`config.mk`:
```
export PLATFORM = sky130hd
export DESIGN_NAME = mux_nto1_arb
export DESIGN_NICKNAME = d
export VERILOG_FILES = /design/src/rtl/mux_arb_pkg.sv /design/src/rtl/mux_nto1_arb_rr_pick.sv /design/src/rtl/mux_nto1_arb.sv
export SDC_FILE = /design/constraint.sdc
export NUM_CORES = 1
export LEC_CHECK = 0
export CORE_UTILIZATION = 40
export CTS_CLUSTER_DIAMETER = 150
export CTS_CLUSTER_SIZE = 40
export DETAILED_ROUTE_END_ITERATION = 12
export GPL_ROUTABILITY_DRIVEN = 1
export PLACE_DENSITY = 0.91
export SYNTH_ARGS = -nofsm -noshare
export SYNTH_HDL_FRONTEND = slang
export SYNTH_SLANG_ARGS = --single-unit
```
`constraint.sdc`:
```
create_clock -name clk -period 3.37 [get_ports clk]
set_input_delay 0.337 -clock clk [delete_from_list [all_inputs] [get_ports clk]]
set_output_delay 0.337 -clock clk [all_outputs]
set_load 0.05 [all_outputs]
```
`src/rtl/mux_arb_pkg.sv`:
```
`default_nettype none
// ============================================================================
// Module      : mux_arb_pkg
// Description : Shared constants for the N-to-1 arbitrated multiplexer.
//               Defines the runtime selection modes driven on the mode port.
// Revision    : 1.0  initial release
// ============================================================================
package mux_arb_pkg;

    localparam logic [1:0] MODE_MANUAL = 2'd0;  // grant the channel named by sel
    localparam logic [1:0] MODE_PRIO   = 2'd1;  // lowest-index valid channel wins
    localparam logic [1:0] MODE_RR     = 2'd2;  // rotate starting at rr_ptr
    localparam logic [1:0] MODE_RSVD   = 2'd3;  // reserved: never grants

endpackage : mux_arb_pkg
`default_nettype wire

```
`src/rtl/mux_nto1_arb_rr_pick.sv`:
```
`default_nettype none
// ============================================================================
// Module      : rr_pick
// Description : Rotating first-one picker. Scans req starting at index ptr,
//               wrapping N-1 -> 0, and returns the first set request.
//               With ptr = 0 it behaves as a fixed lowest-index priority pick.
// Ports       : req [N]     request vector
//               ptr [SEL_W] scan start index (expected < N)
//               gnt [N]     one-hot grant, zero when nothing requested
//               idx [SEL_W] index of the granted request (0 when none)
//               any         at least one request present
// Revision    : 1.0  initial release
// ============================================================================
module rr_pick #(
    parameter int N     = 4,
    parameter int SEL_W = $clog2(N)
) (
    input  logic [N-1:0]     req,
    input  logic [SEL_W-1:0] ptr,
    output logic [N-1:0]     gnt,
    output logic [SEL_W-1:0] idx,
    output logic             any
);

    // One extra bit so ptr + offset (at most 2N-2) never overflows before
    // the wrap-around subtraction.
    logic [SEL_W:0] w_pos;

    always_comb begin
        w_pos = '0;
        gnt   = '0;
        idx   = '0;
        any   = 1'b0;
        for (int k = 0; k < N; k++) begin
            w_pos = {1'b0, ptr} + (SEL_W+1)'(k);
            if (w_pos >= (SEL_W+1)'(N)) begin
                w_pos = w_pos - (SEL_W+1)'(N);
            end
            if (!any && req[w_pos[SEL_W-1:0]]) begin
                any = 1'b1;
                idx = w_pos[SEL_W-1:0];
            end
        end
        if (any) begin
            gnt[idx] = 1'b1;
        end
    end

endmodule : rr_pick
`default_nettype wire

```
`src/rtl/mux_nto1_arb.sv`:
```
`default_nettype none
// ============================================================================
// Module      : mux_nto1_arb
// Description : N-to-1 multiplexer with runtime arbitration (manual select,
//               fixed priority, round-robin) feeding a registered valid/ready
//               output stage. The selected word is held with its channel
//               index until the consumer accepts it.
// Ports       : clk        clock, all state on rising edge
//               rst_n      synchronous active-low reset
//               mode [2]   0 manual, 1 priority, 2 round-robin, 3 reserved
//               sel        channel used in manual mode
//               in_valid   per-channel valid
//               in_data    channel i at bits [i*W +: W]
//               in_ready   per-channel ready (one-hot or zero)
//               o_valid    registered output valid
//               o_data     registered output word
//               o_ch       channel that supplied o_data
//               o_ready    consumer ready
// Revision    : 1.0  initial release
// ============================================================================
module mux_nto1_arb
    import mux_arb_pkg::*;
#(
    parameter int N     = 4,
    parameter int W     = 8,
    parameter int SEL_W = $clog2(N)
) (
    input  logic             clk,
    input  logic             rst_n,
    input  logic [1:0]       mode,
    input  logic [SEL_W-1:0] sel,
    input  logic [N-1:0]     in_valid,
    input  logic [N*W-1:0]   in_data,
    output logic [N-1:0]     in_ready,
    output logic             o_valid,
    output logic [W-1:0]     o_data,
    output logic [SEL_W-1:0] o_ch,
    input  logic             o_ready
);

    logic             r_valid;
    logic [W-1:0]     r_data;
    logic [SEL_W-1:0] r_ch;
    logic [SEL_W-1:0] r_rr_ptr;

    logic             w_load;
    logic [N-1:0]     w_man_gnt;
    logic             w_man_any;
    logic [N-1:0]     w_prio_gnt;
    logic [SEL_W-1:0] w_prio_idx;
    logic             w_prio_any;
    logic [N-1:0]     w_rr_gnt;
    logic [SEL_W-1:0] w_rr_idx;
    logic             w_rr_any;
    logic [N-1:0]     w_gnt;
    logic [SEL_W-1:0] w_idx;
    logic             w_any;
    logic [W-1:0]     w_word;

    // The output register can accept a new word when empty or draining.
    assign w_load = ~r_valid | o_ready;

    rr_pick #(
        .N     (N),
        .SEL_W (SEL_W)
    ) u_prio_pick (
        .req (in_valid),
        .ptr ('0),
        .gnt (w_prio_gnt),
        .idx (w_prio_idx),
        .any (w_prio_any)
    );

    rr_pick #(
        .N     (N),
        .SEL_W (SEL_W)
    ) u_rr_pick (
        .req (in_valid),
        .ptr (r_rr_ptr),
        .gnt (w_rr_gnt),
        .idx (w_rr_idx),
        .any (w_rr_any)
    );

    // Manual select: a sel outside 0..N-1 (only possible when N is not a
    // power of two) grants nothing.
    always_comb begin
        w_man_gnt = '0;
        w_man_any = 1'b0;
        if (int'(sel) < N) begin
            if (in_valid[sel]) begin
                w_man_gnt[sel] = 1'b1;
                w_man_any      = 1'b1;
            end
        end
    end

    always_comb begin
        w_gnt = '0;
        w_idx = '0;
        w_any = 1'b0;
        case (mode)
            MODE_MANUAL: begin
                w_gnt = w_man_gnt;
                w_idx = sel;
                w_any = w_man_any;
            end
            MODE_PRIO: begin
                w_gnt = w_prio_gnt;
                w_idx = w_prio_idx;
                w_any = w_prio_any;
            end
            MODE_RR: begin
                w_gnt = w_rr_gnt;
                w_idx = w_rr_idx;
                w_any = w_rr_any;
            end
            default: begin
                w_gnt = '0;
                w_idx = '0;
                w_any = 1'b0;
            end
        endcase
    end

    assign in_ready = w_load ? w_gnt : '0;

    // Data select with constant part-selects keyed on the granted index.
    always_comb begin
        w_word = '0;
        for (int i = 0; i < N; i++) begin
            if (w_idx == SEL_W'(i)) begin
                w_word = in_data[i*W +: W];
            end
        end
    end

    always_ff @(posedge clk) begin
        if (!rst_n) begin
            r_valid  <= 1'b0;
            r_data   <= '0;
            r_ch     <= '0;
            r_rr_ptr <= '0;
        end else if (w_load) begin
            r_valid <= w_any;
            if (w_any) begin
                r_data <= w_word;
                r_ch   <= w_idx;
                // Only round-robin transfers advance the rotation pointer.
                if (mode == MODE_RR) begin
                    r_rr_ptr <= (w_idx == SEL_W'(N-1)) ? '0 : w_idx + SEL_W'(1);
                end
            end
        end
    end

    assign o_valid = r_valid;
    assign o_data  = r_data;
    assign o_ch    = r_ch;

endmodule : mux_nto1_arb
`default_nettype wire

```
# [Yosys cells after proc, flatten, opt, wreduce, memory -nomap -nowiden]
# Cells that the tools add are included.
[totals] reg_bits=13 inputBits=43 out_inout_bits=15 elab_cells=100
[classes] addsub=8 n_lt_le_gt_ge=14 n_eq_ne=5 mux=48 n_bitwise=2 n_reduce_logical=19
[op_table] operator="$mux W8" count=4
[op_table] operator="$mux W2" count=11
[op_table] operator="$lt A2 B3 Y1 const B" count=7
[op_table] operator="$mux W1" count=18
[op_table] operator="$mux W4" count=4
[op_table] operator="$pmux W4 S3" count=1
[op_table] operator="$bmux W1 S2" count=5
[op_table] operator="$ge A3 B3 Y1 const B" count=3
[op_table] operator="$logic_and A1 B1 Y1" count=9
[op_table] operator="$sub A2 B1 Y2 const B" count=4
[op_table] operator="$add A2 B2 Y3 const B" count=2
[op_table] operator="$demux W1 S2" count=3
[op_table] operator="$eq A2 B2 Y1 const B" count=3
[op_table] operator="$ge A2 B1 Y1 const B" count=3
[op_table] operator="$logic_not A1 Y1" count=6
[op_table] operator="$pmux W2 S3" count=1
[op_table] operator="$eq A2 B1 Y1 const B" count=2
[op_table] operator="$logic_not A2 Y1" count=2
[op_table] operator="$add A2 B1 Y3 const B" count=1
[op_table] operator="$ge A2 B3 Y1 const B" count=1
[op_table] operator="$pmux W1 S3" count=1
[op_table] operator="$reduce_and A3 Y1" count=1
[op_table] operator="$add A2 B1 Y2 const B" count=1
[op_table] operator="$reduce_and A2 Y1" count=1
[op_table] operator="2 further kinds" count=2

# [Depth between registers and ports, before layout]
[logic_depth] word_depth=21 depth_mapped=12 ltp_nobuf=10

# [Hierarchy]
# Synthesis repeated with hierarchy kept, for this count alone.
[unflattened] cells_unflattened=214 hier_area_um2=1566.5
[by_module_without_submodules] module="mux_nto1_arb" n_inst=1 cells_per_inst=148 area_each_um2=1143.6 seq_area_each_um2=260.2
[by_module_without_submodules] module="rr_pick" n_inst=2 cells_per_inst=33 area_each_um2=211.5 seq_area_each_um2=0.0

# [Worst setup path after synthesis]
# OpenSTA, ideal clock, no wires.
[synth_path] kind="input-to-reg" from="in mode[0]" to="reg r_data[5] (netlist: o_data[5])" setup_ns=0.074 arrival_ns=2.580 required_ns=3.296 setup_slack_ns=0.716 stages=12 n_path_buf=2 cell_sequence="buf_2 -> nor2b_1 -> nor3b_1 -> o21a_1 -> a221oi_1 -> a21o_1 -> ha_1 -> buf_1 -> nor2b_1 -> a221oi_1 -> o311a_1 -> nor3_2"
[synth_between] elab_chain_len=7 elab_cells_between_ends=14 classes_between="eq/ne: 5; mux: 6; reduce/logical: 3"
[synth_lines] item="start: declaration" line="mux_nto1_arb.sv:30" source="input logic [1:0] mode,"
[synth_lines] item="$eq A2 B2 Y1 (tied with other cells)" line="mux_nto1_arb.sv:102" source="case (mode)"
[synth_lines] item="$pmux W2 S3" line="mux_nto1_arb.sv:102"
[synth_lines] item="$logic_not A2 Y1" line="mux_nto1_arb.sv:132" source="if (w_idx == SEL_W'(i)) begin"
[synth_lines] item="$mux W8 (4 in a row)" line="mux_nto1_arb.sv:132"
[synth_lines] item="end signal: assignment" line="mux_nto1_arb.sv:147" source="r_data <= w_word;"
[synth_lines] item="end: declaration" line="mux_nto1_arb.sv:42" source="logic [W-1:0] r_data;"
# Several ways; a longest one is shown, not always the timed one.
# A chain may end at the register's enable or synchronous reset.

# [Worst setup path after layout]
[layout_path] from="in in_valid[0]" to="reg r_data[1] (netlist: o_data[1])"
[layout_between] elab_chain_len=18 elab_cells_between_ends=49 classes_between="eq/ne: 3; mux: 32; reduce/logical: 14"
[layout_lines] item="start: declaration" line="mux_nto1_arb.sv:32" source="input logic [N-1:0] in_valid,"
[layout_lines] item="$bmux W1 S2" line="mux_nto1_arb_rr_pick.sv:39" source="if (!any && req[w_pos[SEL_W-1:0]]) begin"
[layout_lines] item="$mux W1 (not written as such)" line="mux_nto1_arb_rr_pick.sv:39"
[layout_lines] item="$mux W1" line="mux_nto1_arb_rr_pick.sv:39"
[layout_lines] item="$logic_not A1 Y1" line="mux_nto1_arb_rr_pick.sv:39"
[layout_lines] item="$logic_and A1 B1 Y1" line="mux_nto1_arb_rr_pick.sv:39"
[layout_lines] item="$mux W1" line="mux_nto1_arb_rr_pick.sv:39"
[layout_lines] item="$logic_not A1 Y1" line="mux_nto1_arb_rr_pick.sv:39"
[layout_lines] item="$logic_and A1 B1 Y1" line="mux_nto1_arb_rr_pick.sv:39"
[layout_lines] item="$mux W1" line="mux_nto1_arb_rr_pick.sv:39"
[layout_lines] item="$logic_not A1 Y1" line="mux_nto1_arb_rr_pick.sv:39"
[layout_lines] item="$logic_and A1 B1 Y1" line="mux_nto1_arb_rr_pick.sv:39"
[layout_lines] item="$mux W2" line="mux_nto1_arb_rr_pick.sv:39"
[layout_lines] item="$pmux W2 S3" line="mux_nto1_arb.sv:102"
[layout_lines] item="$logic_not A2 Y1" line="mux_nto1_arb.sv:132"
[layout_lines] item="$mux W8 (4 in a row)" line="mux_nto1_arb.sv:132"
# Several ways; a longest one is shown, not always the timed one. The select of a mux whose other input is x is not followed.

==> results by group <==
Global route
  – GRT overflow: 0
  – Vias in the first global route: roughly 1200
  – First-pass GRT wire length: between 5 and 6 mm
  – Initial antenna violation count: 0
  – Largest net degree at the start of global routing: 21
  – Tot GR Track Use: 0.228

Floorplanning
  – Starting density of the core: 0.422
  – Die width: approximately 56 um
  – Die area: about 0.0031 mm^2
  – Die Height: ~56 um
  – Num rows: 19
  – I/O pins: between 50 and 60
  – Total core area: 0.00273 mm^2

Clock tree
  – H-Tree Depth: 1
  – Hold Buf Count CTS: 0
  – Clock Pin Slew Worst Setup and Hold Paths: 0.07 ns
  – CTS tree: built
  – Post-CTS sizing: 0
  – CTS root buffer: clkbuf_4
  – Total CTS buffers: 3
  – CTS max path bufs: 2
  – Setup repair bufs after CTS: 0
  – Worst skew pair latency: 0.27 ns
  – CTS Sinks: 13

Yosys
  – Synthesized area per cell: 7.74 um^2
  – Register area share after synthesis: 0.226
  – Yosys reg bits: 13
  – Simple-Gate Fraction of Synth Area: 0.300
  – Post-synth ARST share: 0
  – Post-synthesis adder-cell area fraction: 0.0434
  – Compound-Gate Fraction of Synth Area: 0.337
  – Synthesis Warnings: 0
  – Post-Synth XOR/XNOR Area: 0.00759
  – Ys flop type: dfxtp_1
  – Post-synthesis cell type count: 38
  – EDFF count, synth: 0
  – Cell Area, Synth: ~0.0012 mm^2
  – Syn Nets: around 200
  – Syn Inst Count: between 100 and 150
  – Mux contribution to synthesized area: 0.0282
  – Largest family of logic cells by synthesized area: compound AO/OA/AOI/OAI gates

Job
  – Max_cap viols: 0

Routing
  – Detailed-route via count: approximately 1300
  – Iter 0 DRT Violations: 57
  – DRC violation count after routing: 0
  – Total Wirelength: about 3.5 mm
  – Antenna-violating nets left: 0
  – Vias per cell: between 5 and 6
  – First-pass iteration count of the detailed router: 6
  – Post-DR wirelength/cell: about 15 um

Placed design
  – Placed cells: around 230
  – Post-place setup slack: 0.00508 ns
  – Dpl hpwl: approximately 2.8 mm
  – Gpl congestion: about 0.93
  – IO Port Bufs: 57

STA
  – Final worst slack: about 0.29 ns
  – Fin crit share: 0.915
  – Max-slew headroom: 0.646
  – Fmax: 324 MHz
  – Setup Viol. Count Final: 0
  – Slew @ Worst Pin: ~0.53 ns
  – Clock Skew: roughly 0.0008 ns
  – Final Max Slew Viols: 0
  – Period minus WS final: between 3 and 4 ns
  – RSZ-0062 raised after global routing: no
  – Setup TNS: 0 ns
  – Final hold slack: 0.514 ns
  – Final Hold Vio Count: 0

Power and ir drop
  – Maximum vdd drop: between 0.3 and 0.4 mV
  – Pwr dens: about 350 mW/mm^2
  – Static Leak: a little under 0.7 nW

Final layout
  – Number of diodes: 0
  – Final non-filler cell total: approximately 240
  – Nets: around 250
  – Layout cells sized above 1: 0.113
  – Post-layout util: 0.649
  – Area grow syn2layout: 53.8%

Worst setup path
  – FF-to-FF setup slack: ~0.51 ns
  – CP Class: primary input to flop
  – Worst-case reg-to-reg path depth: 10
  – RR Startpoint: r_rr_ptr[1]
  – Crit end category: flop
  – R2r endpoint: o_data[1]
  – Worst Setup Start Kind: primary input
  – CP max FO: 8
  – Worst path arrival time: 3.29 ns
  – Worst endpoint required time: 3.58 ns

Outcome
  – Outcome: finished clean

Min path
  – Worst min-delay path category: flop to flop
  – Min-Delay Endpoint: o_ch[0]
  – HP Start: o_ch[0]
  – Hold Path Depth: 2
through the flow:
stage / total power [mW] / instance area, um^2
final: 0.612 / 1770
after global routing: 0.641 / 1770
after CTS: 0.614 / 1770
after detailed placement: 0.519 / 1750
after global placement: 0.512 / 1750
after floorplan: 0.391 / 1150
logic make-up (layout without fill, tap and decap cells):
logic type                 after synthesis  count (layout)
AOI/OAI and AO/OA                       50              50
xor gates and xnor gates                 1               1
adders and majority gates                4               4
buffers and inverters                   16              71
DFF                                     13              13
muxes                                    3               3
and+or+nand+nor                         62              62
routing by layer:
| metal | up-vias | track usage | share of wire |
|---|---|---|---|
| met5 | - | 0 | 0 |
| met3 | 11 | 0.0279 | 0.031 |
| met2 | 33 | 0.372 | 0.49 |
| li1 | 665 | - | - |
| met4 | 0 | 0.114 | 0.027 |
| met1 | 614 | 0.296 | 0.45 |
layout by cell type, fill, tap and decap left out, types with 2 or more instances in the layout:
master           synthesis  routed
nand2b_1                 5       5
a211oi_1                 3       3
a221oi_1                 8       8
dfxtp_1                 13      13
clkdlybuf4s50_1          0      55
mux2_1                   2       2
o311a_1                  7       7
nor2_1                  16      16
nor2b_1                 12      12
clkbuf_4                 0       3
buf_4                    0       7
nand3_1                  3       3
a21oi_1                 14      14
nand2_1                 14      14
a21o_1                   2       2
nor3_2                   7       7
ha_1                     4       4
o21ai_0                  4       4
inv_1                    5       5
layout make-up:
class / count / area [um^2]
Fill cell: 222 / 960
Multi-Input combinational cell: 120 / 827
Timing Repair Buffer: 62 / 603
Sequential cell: 13 / 260
Tap cell: 31 / 38.8
Clock buffer: 4 / 26.3
Inverter: 5 / 18.8
flip-flops by register name, indices dropped and copies added, names as in the netlist:
signal / cells
o_ch: 2
o_data: 8
o_valid: 1
r_rr_ptr: 2
where the power goes:
part | total (mW) | internal [mW] | switching [mW] | leakage (nW)
sequential | 0.185 | 0.173 | 0.0118 | 0.108
combinational | 0.333 | 0.145 | 0.188 | 0.553
clock | 0.0946 | 0.0459 | 0.0486 | 0.0150
total | 0.612 | 0.364 | 0.248 | 0.675
how the worst max path moves through the flow:
stage	startpoint	to	slack (ns)	cells past startpoint
global placement	in_valid[0]	o_data[7]	0.11	11
finish	in_valid[0]	o_data[1]	0.29	11
CTS	in_valid[0]	o_data[5]	0.30	11
detailed placement	in_valid[0]	o_data[5]	0.005	11
floorplan	mode[0]	o_data[5]	0.72	12
global route	in_valid[0]	o_data[5]	0.04	11
synthesized netlist by cell type, types with 2 or more instances:
master	count	area share
a211oi_1	3	0.020
a21o_1	2	0.013
a21oi_1	14	0.061
a221oi_1	8	0.061
buf_2	5	0.022
clkbuf_1	5	0.016
dfxtp_1	13	0.23
ha_1	4	0.043
inv_1	5	0.016
mux2_1	2	0.020
nand2_1	14	0.046
nand2b_1	5	0.027
nand3_1	3	0.013
nor2_1	16	0.052
nor2b_1	12	0.065
nor3_2	7	0.061
o21ai_0	4	0.017
o311a_1	7	0.061
worst max-delay path, stage by stage:
cell and delay (ns):
clkdlybuf4s50_1 0.62, a21oi_1 0.13, o21ai_2 0.13, o2bb2a_4 0.18, a221oi_1 0.48, a21o_1 0.17
ha_1 0.16, nor2b_1 0.40, a221oi_1 0.18, o311a_1 0.40, nor3_2 0.10
Note: power is estimated with default switching activity, not from simulation.
